**config.mk**
```make
export PLATFORM = sky130hd
export DESIGN_NAME = seq_alu_flat
export DESIGN_NICKNAME = d
export VERILOG_FILES = /design/src/rtl/seq_alu_pkg.sv /design/src/rtl/seq_alu_if.sv /design/src/rtl/seq_alu_muldiv.sv /design/src/rtl/seq_alu.sv /design/src/flat_wrapper.sv
export SDC_FILE = /design/constraint.sdc
export NUM_CORES = 1
export LEC_CHECK = 0
export ABC_AREA = 1
export BUFFER_PORTS_ARGS = -buffer_cell sky130_fd_sc_hd__buf_2
export CORE_MARGIN = 4
export CORE_UTILIZATION = 40
export DETAILED_ROUTE_END_ITERATION = 7
export PLACE_DENSITY = 0.66
export SETUP_SLACK_MARGIN = 0.3
export SLEW_MARGIN = 5
export SYNTH_ARGS = -nofsm -noshare
export SYNTH_HDL_FRONTEND = slang
export SYNTH_HIERARCHICAL = 1
export SYNTH_SLANG_ARGS = --single-unit
```
**constraint.sdc**
```tcl
create_clock -name clk -period 3.5 [get_ports clk]
set_input_delay 0.7 -clock clk [delete_from_list [all_inputs] [get_ports clk]]
set_output_delay 0.7 -clock clk [all_outputs]
set_load 0.05 [all_outputs]
```
**src/rtl/seq_alu_pkg.sv**
```systemverilog
// Shared encodings for the sequential ALU: opcodes, FSM states and status bit positions.
package seq_alu_pkg;

    localparam logic [2:0] OP_ADD   = 3'b000;
    localparam logic [2:0] OP_SUB   = 3'b001;
    localparam logic [2:0] OP_SHIFT = 3'b010;
    localparam logic [2:0] OP_MUL   = 3'b011;
    localparam logic [2:0] OP_DIV   = 3'b100;

    localparam logic [1:0] ST_IDLE = 2'b00;
    localparam logic [1:0] ST_BUSY = 2'b01;
    localparam logic [1:0] ST_DONE = 2'b10;

    localparam int unsigned STAT_C   = 0;
    localparam int unsigned STAT_Z   = 1;
    localparam int unsigned STAT_N   = 2;
    localparam int unsigned STAT_V   = 3;
    localparam int unsigned STAT_ERR = 4;
    localparam int unsigned STAT_W   = 5;

    // Assemble the status word from individual flags.
    function automatic logic [STAT_W-1:0] make_status(input logic err, input logic v,
                                                      input logic n, input logic z,
                                                      input logic c);
        logic [STAT_W-1:0] st;
        st           = '0;
        st[STAT_C]   = c;
        st[STAT_Z]   = z;
        st[STAT_N]   = n;
        st[STAT_V]   = v;
        st[STAT_ERR] = err;
        return st;
    endfunction

endpackage

```
**src/rtl/seq_alu_if.sv**
```systemverilog
// Request/response bus of the sequential ALU.
interface seq_alu_if #(parameter int unsigned WIDTH = 8);
    logic             in_valid;
    logic             in_ready;
    logic [2:0]       opcode;
    logic [WIDTH-1:0] operand1;
    logic [WIDTH-1:0] operand2;
    logic             carry_in;
    logic             out_valid;
    logic             out_ready;
    logic [WIDTH-1:0] result_hi;
    logic [WIDTH-1:0] result_lo;
    logic [4:0]       status_out;

    modport slave (
        input  in_valid, opcode, operand1, operand2, carry_in, out_ready,
        output in_ready, out_valid, result_hi, result_lo, status_out
    );

    modport master (
        output in_valid, opcode, operand1, operand2, carry_in, out_ready,
        input  in_ready, out_valid, result_hi, result_lo, status_out
    );
endinterface

```
**src/rtl/seq_alu_muldiv.sv**
```systemverilog
// Iterative unsigned shift-add multiplier / restoring divider, one bit per clock.
module seq_alu_muldiv #(
    parameter int unsigned WIDTH = 8
) (
    input  logic             clk,
    input  logic             rst_n,
    input  logic             start,
    input  logic             op_div,
    input  logic [WIDTH-1:0] a,
    input  logic [WIDTH-1:0] b,
    output logic             done_c,
    output logic [WIDTH-1:0] hi_c,
    output logic [WIDTH-1:0] lo_c
);

    localparam int unsigned CNT_W = $clog2(WIDTH) + 1;

    logic             busy_q, busy_d;
    logic             div_q, div_d;
    logic [CNT_W-1:0] cnt_q, cnt_d;
    logic [WIDTH-1:0] hi_q, hi_d;
    logic [WIDTH-1:0] lo_q, lo_d;
    logic [WIDTH-1:0] m_q, m_d;
    logic [WIDTH:0]   mul_sum;
    logic [WIDTH:0]   div_shift;
    logic [WIDTH:0]   div_trial;

    // hi/lo hold partial product (MUL) or remainder/quotient (DIV); m is multiplicand or divisor.
    always_comb begin
        busy_d    = busy_q;
        div_d     = div_q;
        cnt_d     = cnt_q;
        hi_d      = hi_q;
        lo_d      = lo_q;
        m_d       = m_q;
        mul_sum   = {1'b0, hi_q} + (lo_q[0] ? {1'b0, m_q} : (WIDTH+1)'(0));
        div_shift = {hi_q, lo_q[WIDTH-1]};
        div_trial = div_shift - {1'b0, m_q};
        done_c    = busy_q && (cnt_q == CNT_W'(WIDTH - 1));

        if (start) begin
            busy_d = 1'b1;
            div_d  = op_div;
            cnt_d  = '0;
            hi_d   = '0;
            lo_d   = op_div ? a : b;
            m_d    = op_div ? b : a;
        end else if (busy_q) begin
            if (div_q) begin
                // A set top bit means the trial subtraction borrowed: restore.
                if (!div_trial[WIDTH]) begin
                    hi_d = div_trial[WIDTH-1:0];
                    lo_d = {lo_q[WIDTH-2:0], 1'b1};
                end else begin
                    hi_d = div_shift[WIDTH-1:0];
                    lo_d = {lo_q[WIDTH-2:0], 1'b0};
                end
            end else begin
                hi_d = mul_sum[WIDTH:1];
                lo_d = {mul_sum[0], lo_q[WIDTH-1:1]};
            end
            cnt_d = cnt_q + CNT_W'(1);
            if (done_c) begin
                busy_d = 1'b0;
                cnt_d  = '0;
            end
        end
    end

    assign hi_c = hi_d;
    assign lo_c = lo_d;

    always_ff @(posedge clk or negedge rst_n) begin
        if (!rst_n) begin
            busy_q <= 1'b0;
            div_q  <= 1'b0;
            cnt_q  <= '0;
            hi_q   <= '0;
            lo_q   <= '0;
            m_q    <= '0;
        end else begin
            busy_q <= busy_d;
            div_q  <= div_d;
            cnt_q  <= cnt_d;
            hi_q   <= hi_d;
            lo_q   <= lo_d;
            m_q    <= m_d;
        end
    end

endmodule

```
**src/rtl/seq_alu.sv**
```systemverilog
// Sequential ALU: single-cycle ADD/SUB/SHIFT, iterative MUL/DIV, valid/ready handshake.
module seq_alu
    import seq_alu_pkg::*;
#(
    parameter int unsigned WIDTH = 8
) (
    input  logic    clk,
    input  logic    rst_n,
    seq_alu_if.slave bus
);

    logic [1:0]        state_q, state_d;
    logic [WIDTH-1:0]  hi_q, hi_d;
    logic [WIDTH-1:0]  lo_q, lo_d;
    logic [STAT_W-1:0] status_q, status_d;
    logic              div_q, div_d;

    logic              md_start;
    logic              md_done_c;
    logic [WIDTH-1:0]  md_hi;
    logic [WIDTH-1:0]  md_lo;
    logic              iter_op;

    logic [WIDTH:0]    add_w;
    logic [WIDTH:0]    sub_w;
    logic [WIDTH:0]    sh_mag;
    logic [WIDTH-1:0]  sh_res;
    logic [WIDTH-1:0]  alu_hi;
    logic [WIDTH-1:0]  alu_lo;
    logic              alu_c, alu_v, alu_err, alu_illegal;
    logic [STAT_W-1:0] alu_st;

    assign iter_op = (bus.opcode == OP_MUL) ||
                     ((bus.opcode == OP_DIV) && (bus.operand2 != '0));

    // Single-cycle results, evaluated on the live request and captured at accept.
    always_comb begin
        alu_hi      = '0;
        alu_lo      = '0;
        alu_c       = 1'b0;
        alu_v       = 1'b0;
        alu_err     = 1'b0;
        alu_illegal = 1'b0;
        add_w  = {1'b0, bus.operand1} + {1'b0, bus.operand2} + (WIDTH+1)'(bus.carry_in);
        sub_w  = {1'b0, bus.operand1} - {1'b0, bus.operand2} - (WIDTH+1)'(bus.carry_in);
        sh_mag = bus.operand2[WIDTH-1] ?
                 ((WIDTH+1)'(0) - {bus.operand2[WIDTH-1], bus.operand2}) :
                 {1'b0, bus.operand2};
        if (sh_mag >= (WIDTH+1)'(WIDTH))
            sh_res = '0;
        else if (bus.operand2[WIDTH-1])
            sh_res = bus.operand1 << sh_mag;
        else
            sh_res = bus.operand1 >> sh_mag;

        case (bus.opcode)
            OP_ADD: begin
                alu_lo = add_w[WIDTH-1:0];
                alu_c  = add_w[WIDTH];
                alu_v  = (bus.operand1[WIDTH-1] == bus.operand2[WIDTH-1]) &&
                         (alu_lo[WIDTH-1] != bus.operand1[WIDTH-1]);
            end
            OP_SUB: begin
                alu_lo = sub_w[WIDTH-1:0];
                alu_c  = sub_w[WIDTH];
                alu_v  = (bus.operand1[WIDTH-1] != bus.operand2[WIDTH-1]) &&
                         (alu_lo[WIDTH-1] != bus.operand1[WIDTH-1]);
            end
            OP_SHIFT: alu_lo = sh_res;
            OP_MUL:   alu_lo = '0;
            OP_DIV: begin
                // Only reached for a zero divisor; nonzero divisors go iterative.
                alu_lo  = '1;
                alu_hi  = bus.operand1;
                alu_err = 1'b1;
            end
            default: begin
                alu_err     = 1'b1;
                alu_illegal = 1'b1;
            end
        endcase

        alu_st = make_status(alu_err, alu_v,
                             !alu_illegal && alu_lo[WIDTH-1],
                             !alu_illegal && (alu_hi == '0) && (alu_lo == '0),
                             alu_c);
    end

    // FSM next-state and result capture.
    always_comb begin
        state_d  = state_q;
        hi_d     = hi_q;
        lo_d     = lo_q;
        status_d = status_q;
        div_d    = div_q;
        md_start = 1'b0;
        case (state_q)
            ST_IDLE: begin
                if (bus.in_valid) begin
                    if (iter_op) begin
                        md_start = 1'b1;
                        div_d    = (bus.opcode == OP_DIV);
                        state_d  = ST_BUSY;
                    end else begin
                        hi_d     = alu_hi;
                        lo_d     = alu_lo;
                        status_d = alu_st;
                        state_d  = ST_DONE;
                    end
                end
            end
            ST_BUSY: begin
                if (md_done_c) begin
                    hi_d     = md_hi;
                    lo_d     = md_lo;
                    status_d = make_status(1'b0, 1'b0,
                                           div_q ? md_lo[WIDTH-1] : md_hi[WIDTH-1],
                                           (md_hi == '0) && (md_lo == '0),
                                           !div_q && (md_hi != '0));
                    state_d  = ST_DONE;
                end
            end
            ST_DONE: begin
                if (bus.out_ready)
                    state_d = ST_IDLE;
            end
            default: state_d = ST_IDLE;
        endcase
    end

    always_ff @(posedge clk or negedge rst_n) begin
        if (!rst_n) begin
            state_q  <= ST_IDLE;
            hi_q     <= '0;
            lo_q     <= '0;
            status_q <= '0;
            div_q    <= 1'b0;
        end else begin
            state_q  <= state_d;
            hi_q     <= hi_d;
            lo_q     <= lo_d;
            status_q <= status_d;
            div_q    <= div_d;
        end
    end

    seq_alu_muldiv #(.WIDTH(WIDTH)) u_muldiv (
        .clk    (clk),
        .rst_n  (rst_n),
        .start  (md_start),
        .op_div (bus.opcode == OP_DIV),
        .a      (bus.operand1),
        .b      (bus.operand2),
        .done_c (md_done_c),
        .hi_c   (md_hi),
        .lo_c   (md_lo)
    );

    assign bus.in_ready   = (state_q == ST_IDLE);
    assign bus.out_valid  = (state_q == ST_DONE);
    assign bus.result_hi  = hi_q;
    assign bus.result_lo  = lo_q;
    assign bus.status_out = status_q;

endmodule

```
**src/flat_wrapper.sv**
```systemverilog
// flat-port wrapper written by rule: the top's interface ports become plain ports
module seq_alu_flat import seq_alu_pkg::*;
#(
    parameter int unsigned WIDTH = 8
)
  (clk, rst_n, bus_in_valid, bus_opcode, bus_operand1, bus_operand2, bus_carry_in, bus_out_ready, bus_in_ready, bus_out_valid, bus_result_hi, bus_result_lo, bus_status_out);
  seq_alu_if #(.WIDTH(WIDTH)) bus_i ();
  input  logic clk;
  input  logic rst_n;
  input wire logic [$bits(bus_i.in_valid)-1:0] bus_in_valid;
  input wire logic [$bits(bus_i.opcode)-1:0] bus_opcode;
  input wire logic [$bits(bus_i.operand1)-1:0] bus_operand1;
  input wire logic [$bits(bus_i.operand2)-1:0] bus_operand2;
  input wire logic [$bits(bus_i.carry_in)-1:0] bus_carry_in;
  input wire logic [$bits(bus_i.out_ready)-1:0] bus_out_ready;
  output wire logic [$bits(bus_i.in_ready)-1:0] bus_in_ready;
  output wire logic [$bits(bus_i.out_valid)-1:0] bus_out_valid;
  output wire logic [$bits(bus_i.result_hi)-1:0] bus_result_hi;
  output wire logic [$bits(bus_i.result_lo)-1:0] bus_result_lo;
  output wire logic [$bits(bus_i.status_out)-1:0] bus_status_out;
  assign bus_i.in_valid = bus_in_valid;
  assign bus_i.opcode = bus_opcode;
  assign bus_i.operand1 = bus_operand1;
  assign bus_i.operand2 = bus_operand2;
  assign bus_i.carry_in = bus_carry_in;
  assign bus_i.out_ready = bus_out_ready;
  assign bus_in_ready = bus_i.in_ready;
  assign bus_out_valid = bus_i.out_valid;
  assign bus_result_hi = bus_i.result_hi;
  assign bus_result_lo = bus_i.result_lo;
  assign bus_status_out = bus_i.status_out;
  seq_alu #(.WIDTH(WIDTH)) u_core (.clk(clk), .rst_n(rst_n), .bus(bus_i));
endmodule
```
==> results of run 1 <==
cell usage after synthesis (6+ instances only):
library cell  number
inv_1            119
nand3_2           13
a21oi_1           65
nand4_1            8
o211ai_1           7
ha_1              39
nor2_1            61
nand2_2           16
o21ai_1           10
fa_1               6
nor2_2             8
o21ai_0           64
buf_2              8
nand2_1          207
a31oi_1            6
clkbuf_1           9
dfrtp_1           54
nand3_1           75
nor3_1             7
per-stage QoR:
| stage | cell area (um^2) | std cells |
|---|---|---|
| floorplan | 5710 | 857 |
| detailed placement | 6230 | 1090 |
| finish | 6470 | 1099 |
| CTS | 6410 | 1098 |
| global placement | 6230 | 1090 |
| global route | 6470 | 1099 |
sequential cells by signal (all words and copies together), names as in the netlist:
name and cells:
u_core/div_q 1, u_core/state_q 2, u_core/bus.status_out 5, u_core/u_muldiv/busy_q 1
u_core/u_muldiv/cnt_q 4, u_core/u_muldiv/hi_q 8, u_core/bus.result_lo 8, u_core/u_muldiv/m_q 8
u_core/bus.result_hi 8, u_core/u_muldiv/lo_q 8, u_core/u_muldiv/div_q 1
worst min-delay path, delay by kind of cell, from the launching register on:
kind            cells  cell delay, ns
flops               1            0.34
simple gates        1            0.06
compound gates      1            0.06
where the power goes:
| part | leakage, nW | internal (W) | switching (W) |
|---|---|---|---|
| clock | 0.0875 | 0.000360 | 0.000224 |
| combinational | 2.63 | 0.00118 | 0.00236 |
| sequential | 0.678 | 0.000920 | 0.000271 |
| total | 3.39 | 0.00246 | 0.00286 |
worst max-delay path by stage:
stage / depth (start not counted) / end
after detailed placement: 19 / u_core/bus.status_out[1]
after floorplan: 23 / u_core/bus.status_out[1]
after global placement: 18 / u_core/bus.status_out[1]
final: 18 / u_core/bus.status_out[1]
after global routing: 20 / u_core/bus.status_out[0]
after CTS: 19 / u_core/bus.status_out[1]
final cells by class:
class | instances | share of cell area
repair buffers | 81 | 0.0768
well taps | 180 | 0.0348
clock buffers | 6 | 0.0215
clock inverters | 2 | 0.00599
multi-input cells | 651 | 0.579
flip-flops and latches | 54 | 0.209
inverters | 125 | 0.0733
routing by layer:
| metal | part of all wire | GRT usage |
|---|---|---|
| met5 | 0 | 0 |
| met4 | 0.016 | 0.0410 |
| met3 | 0.069 | 0.0171 |
| met2 | 0.46 | 0.345 |
| met1 | 0.46 | 0.309 |
layout by cell type (no fill, tap or decap), drive strengths merged, types with 5 or more instances in the layout:
| cell | count |
|---|---|
| xnor2 | 5 |
| nor3 | 8 |
| nand2 | 226 |
| buf | 81 |
| nand3 | 89 |
| o21ai | 75 |
| a21oi | 67 |
| or2 | 10 |
| o211ai | 7 |
| clkbuf | 6 |
| ha | 39 |
| inv | 125 |
| fa | 6 |
| nand4 | 12 |
| nor2 | 71 |
| dfrtp | 54 |
| xor2 | 5 |
| a31oi | 6 |
logic make-up (layout without fill, tap and decap cells):
group                      Yosys count  in the layout  share of synthesized area
xor gates and xnor gates            10             10                     0.0153
and+or+nand+nor                    424            424                      0.356
adders and majority gates           45             45                      0.106
DFF                                 54             54                      0.236
AOI/OAI and AO/OA                  172            172                      0.169
buffers and inverters              152            214                      0.117
repair_timing:
item,4_1_cts,5_1_grt
setup endpoints to repair,0,7
buffers inserted,0,1
hold buffers,0,0
resized for setup,0,21
==> flow_summary.toml, run 1 <==
[status]
status = "finished, final reports clean"

[power_and_ir_drop]
max-vdd-ir-drop_v = 0.000346
p_per_area_nw_per_um2 = 822
p_leak_nw = 3.39
total_power_w = 0.00532

[route]
route.detailed.drc = 0
vias_per_cell = 5.41
drt_first_iter_violations = 639
wl_per_cell_um = 15.6
drt.antenna.violating_nets = 0
wl_um = 17100
drt_first_pass_iters = 5
vias = 5949

[job]
max_cap_viol_count = 0

[critical_path]
required_ns = 3.72
crit_path_start = "bus_operand1[0]"
crit_chain = "buf_2 -> fa_1 -> inv_1 -> fa_1 -> inv_1 -> nand2_1 -> a21oi_1 -> o21ai_0 -> nand2_1 -> a21oi_1 -> or2_2 -> nand2_1 -> o211ai_1 -> a21oi_2 -> nand3_1 -> nor2_1 -> nor2_1 -> nor2_1"
path_delay_family = "simple AND/OR/NAND/NOR gates"
end_kind = "flip-flop"
reg2regPathDepth = 19
r2r_end = "u_core/bus.status_out[1]"
arrival_ns = 3.25
rrSetupSlack_ns = 0.55
slowest_stage = "fa_1"
setup.worst_path.start_class = "primary input"
path_max_fanout = 7
path_buf_inv = 3
cpPeakStageDelay_ns = 0.37
rr_startpoint = "u_core/u_muldiv/lo_q[7]"
critPathKind = "primary input to flip-flop"

[min_path]
hold_depth = 2
hold_class = "flip-flop to flip-flop"
hold_path_end = "u_core/bus.status_out[4]"
min_from = "u_core/bus.status_out[4]"

[global_routing]
grt_pass1_vias = 5540
antenna_found_initial = 0
track_usage = 0.212
grt_pass1_wl_um = 28300
grt_max_degree = 43
grt_overflow_total = 0

[floorplanning]
io_pins = 47
start_util = 0.410
core_um2 = 13900
die_y_um = 128
rows = 43
dieArea_um2 = 16300
die_x_um = 128

[clocking]
cts_tree = "yes"
numClockSinks = 54
clk_pin_slew_ns = 0.07
cts-root-buf = "clkbuf_16"
clkLatencyLatePin_ns = 0.29
h-tree-depth = 2
clock_path_buffers = 2
cts_made_buffers = 5

[sta]
max_freq_ghz = 0.330
hold_ws_ns = 0.483
worst_pin_slew_ns = 0.930
period_share = 0.865
setup_slack_ns = 0.474
rsz0062_at_grt = "no"
min_period_ns = 3.03
timing_hold_violations_final = 0
maxSlewViolCount = 0
slew_headroom = 0.380
setup_viol_count_final = 0
finalSetupTns_ns = 0
finClkSkew_ns = 0.00765

[yosys]
synth_edf_count = 0
ys_warn_count = 6
ys_seq_area_frac = 0.236
syn_area_um2 = 5710
yosys.area.top_type = "dfrtp_1"
mappedNetlistNets = 926
synth_area_leaders = "dfrtp_1, nand2_1, ha_1"
synth_cell_types = 56
ys_ff_latch = 54
synthArstFlopShare = 1.00
synth_top_area_frac = 0.236
synth_top_flop_cell = "dfrtp_1"
synthCells = 857
avgSynthCellArea_um2 = 6.67

[placement]
port-buffer-count = 46
dpl_worst_slack_ns = 0.123
gp_congestion = 0.917
dpl.hpwl_um = 13500

[finish]
area_growth_pct = 13.2
nets = 987
regArea_um2 = 1350
fillCellCount = 1420
utilization = 0.464
num_antenna_cells = 0
drive_above_1_share = 0.182
multi_input_area_um2 = 3740
Power figures use the tool's default switching activity.
==> run 2, diff against run 1 <==
- SYNTH_HIERARCHICAL: 1 -> default
==> run 2 against run 1 <==
Synthesized cell count fell by 4.2%; design area fell by 9.6%; sequential power fell by 4%; worst setup slack improved by 0.0041 ns; highest routed layer unchanged.
==> flow_summary.toml, run 2 <==
[status]
status = "finished, final reports clean"

[clocking]
clk_pin_slew_ns = 0.07
clkLatencyLatePin_ns = 0.29
cts_made_buffers = 5
h-tree-depth = 2
cts-root-buf = "clkbuf_16"
cts_tree = "yes"
clock_path_buffers = 2
numClockSinks = 53

[sta]
worst_pin_slew_ns = 0.616
finClkSkew_ns = 0.00529
timing_hold_violations_final = 0
finalSetupTns_ns = 0
rsz0062_at_grt = "no"
period_share = 0.863
min_period_ns = 3.02
max_freq_ghz = 0.331
setup_viol_count_final = 0
slew_headroom = 0.589
maxSlewViolCount = 0

[yosys]
synth_top_area_frac = 0.251
synthMostInstantiatedCell = "nand2_1"
yosys.area.top_type = "dfrtp_1"
ys_seq_area_frac = 0.251
mappedNetlistNets = 890
synthCells = 821
synth_area_leaders = "dfrtp_1, nand2_1, ha_1"
avgSynthCellArea_um2 = 6.44
ys_ff_latch = 53
synth_cell_types = 47
synthArstFlopShare = 1.00
ys_warn_count = 0
synth_edf_count = 0
synth_common_cells = "nand2_1, inv_1, nand3_1"
synth_top_flop_cell = "dfrtp_1"
syn_area_um2 = 5280

[critical_path]
crit_chain = "inv_1 -> ha_1 -> inv_1 -> fa_1 -> nand3_1 -> nand3_1 -> nand3_2 -> nand2_1 -> nand2_4 -> nand2_2 -> o21ai_1 -> nand2_1 -> nand2_1 -> nand2_1 -> nor2_1 -> nand2_1 -> nor2_2 -> nand3_1 -> o21ai_1 -> nand2_1 -> nand2_1"
required_ns = 3.73
reg2regPathDepth = 21
end_kind = "flip-flop"
path_delay_family = "simple AND/OR/NAND/NOR gates"
critPathKind = "flip-flop to flip-flop"
slowest_stage = "fa_1"
arrival_ns = 3.25
path_max_fanout = 9
setup.worst_path.start_class = "flip-flop"
path_depth = 21
path_buf_inv = 2
crit_path_frequent_cell = "nand2_1"
cpPeakStageDelay_ns = 0.44

[floorplanning]
die_x_um = 123
rows = 41
io_pins = 47
core_um2 = 12800
dieArea_um2 = 15100
die_y_um = 123
start_util = 0.414

[placement]
port-buffer-count = 46
dp.cells = 1024
gp_congestion = 0.932
dpl.hpwl_um = 12400

[route]
drt_first_pass_iters = 5
drt.antenna.violating_nets = 0
wl_per_cell_um = 15.3
vias = 5553
vias_per_cell = 5.38
wl_um = 15800
drt_first_iter_violations = 432
route.detailed.drc = 0

[finish]
area_growth_pct = 10.7
fillCellCount = 1314
num_antenna_cells = 0
nets = 929
multi_input_area_um2 = 3460
final_cell_mix = "nand2_1, inv_1, nand3_1"
regArea_um2 = 1330
layout.cells.most_common = "nand2_1"
drive_above_1_share = 0.105
fin_cells = 1033

[global_routing]
grt_pass1_vias = 5056
track_usage = 0.214
grt_max_degree = 35
antenna_found_initial = 0
grt_pass1_wl_um = 25700
grt_overflow_total = 0

[power_and_ir_drop]
p_leak_nw = 3.09
p_per_area_nw_per_um2 = 856
max-vdd-ir-drop_v = 0.000271

[min_path]
hold_class = "primary input to asynchronous set/reset pin"

[job]
max_cap_viol_count = 0
-- run 2: power by group --
group | switching, W | internal (W) | total, W
registers | 0.000244 | 0.000901 | 0.00114
clock network | 0.000222 | 0.000266 | 0.000487
logic | 0.00232 | 0.00105 | 0.00337
total | 0.00279 | 0.00222 | 0.00501
-- run 2: cell families after synthesis --
| family | count (synthesis) | synth area share |
|---|---|---|
| AND/OR/NAND/NOR | 436 | 0.359 |
| adder cells (fa/ha/maj) | 45 | 0.115 |
| XOR/XNOR | 12 | 0.0213 |
| buffers and inverters | 126 | 0.0987 |
| AO/OA/AOI/OAI | 149 | 0.155 |
| flip-flops | 53 | 0.251 |
-- run 2: worst paths after layout --
check	from	to	slack (ns)
hold / removal	rst_n	u_core.u_muldiv.hi_q[2]	0.36
hold reg to reg	u_core.bus.result_hi[3]	u_core.bus.result_hi[3]	0.48
setup / recovery	u_core.u_muldiv.lo_q[7]	u_core.bus.status_out[1]	0.48
max in group asynchronous	rst_n	u_core.bus.result_hi[7]	2.35
setup reg to reg	u_core.u_muldiv.lo_q[7]	u_core.bus.status_out[1]	0.48
min in group clk	u_core.bus.result_hi[3]	u_core.bus.result_hi[3]	0.48
-- run 2: final cells by class --
class | count | area share
repair buffers | 58 | 0.0548
flip-flops and latches | 53 | 0.227
inverters | 99 | 0.0648
well taps | 172 | 0.0368
multi-input cells | 643 | 0.592
clock inverters | 2 | 0.00257
clock buffers | 6 | 0.0220
-- run 2: what timing repair did --
| action | 4_1_cts | 5_1_grt |
|---|---|---|
| endpoints found under the setup margin | 0 | 2 |
| gates resized for setup | 0 | 5 |
| hold buffers | 0 | 0 |
| setup buffers | 0 | 0 |
-- run 2: stage by stage --
stage          setup slack [ns]  instance area [um^2]  hold WS (ns)  power (W)   util
4_1_cts                   0.457                  5820         0.390    0.00494  0.456
3_5_place_dp              0.304                  5680         0.461    0.00444  0.444
6_report                  0.478                  5850         0.358    0.00501  0.458
5_1_grt                   0.317                  5850         0.424    0.00548  0.458
3_3_place_gp              0.336                  5680         0.460    0.00442  0.444
2_1_floorplan             0.321                  5290         0.404    0.00363      -
-- run 2: layer usage --
layer	share of wire	routed length, um	global-route usage	vias to the layer above
met4	0.026	403	0.0728	0
met1	0.45	7140	0.306	2536
met3	0.061	962	0.0197	28
met5	0	0	0	-
li1	-	-	-	2793
met2	0.46	7270	0.340	196
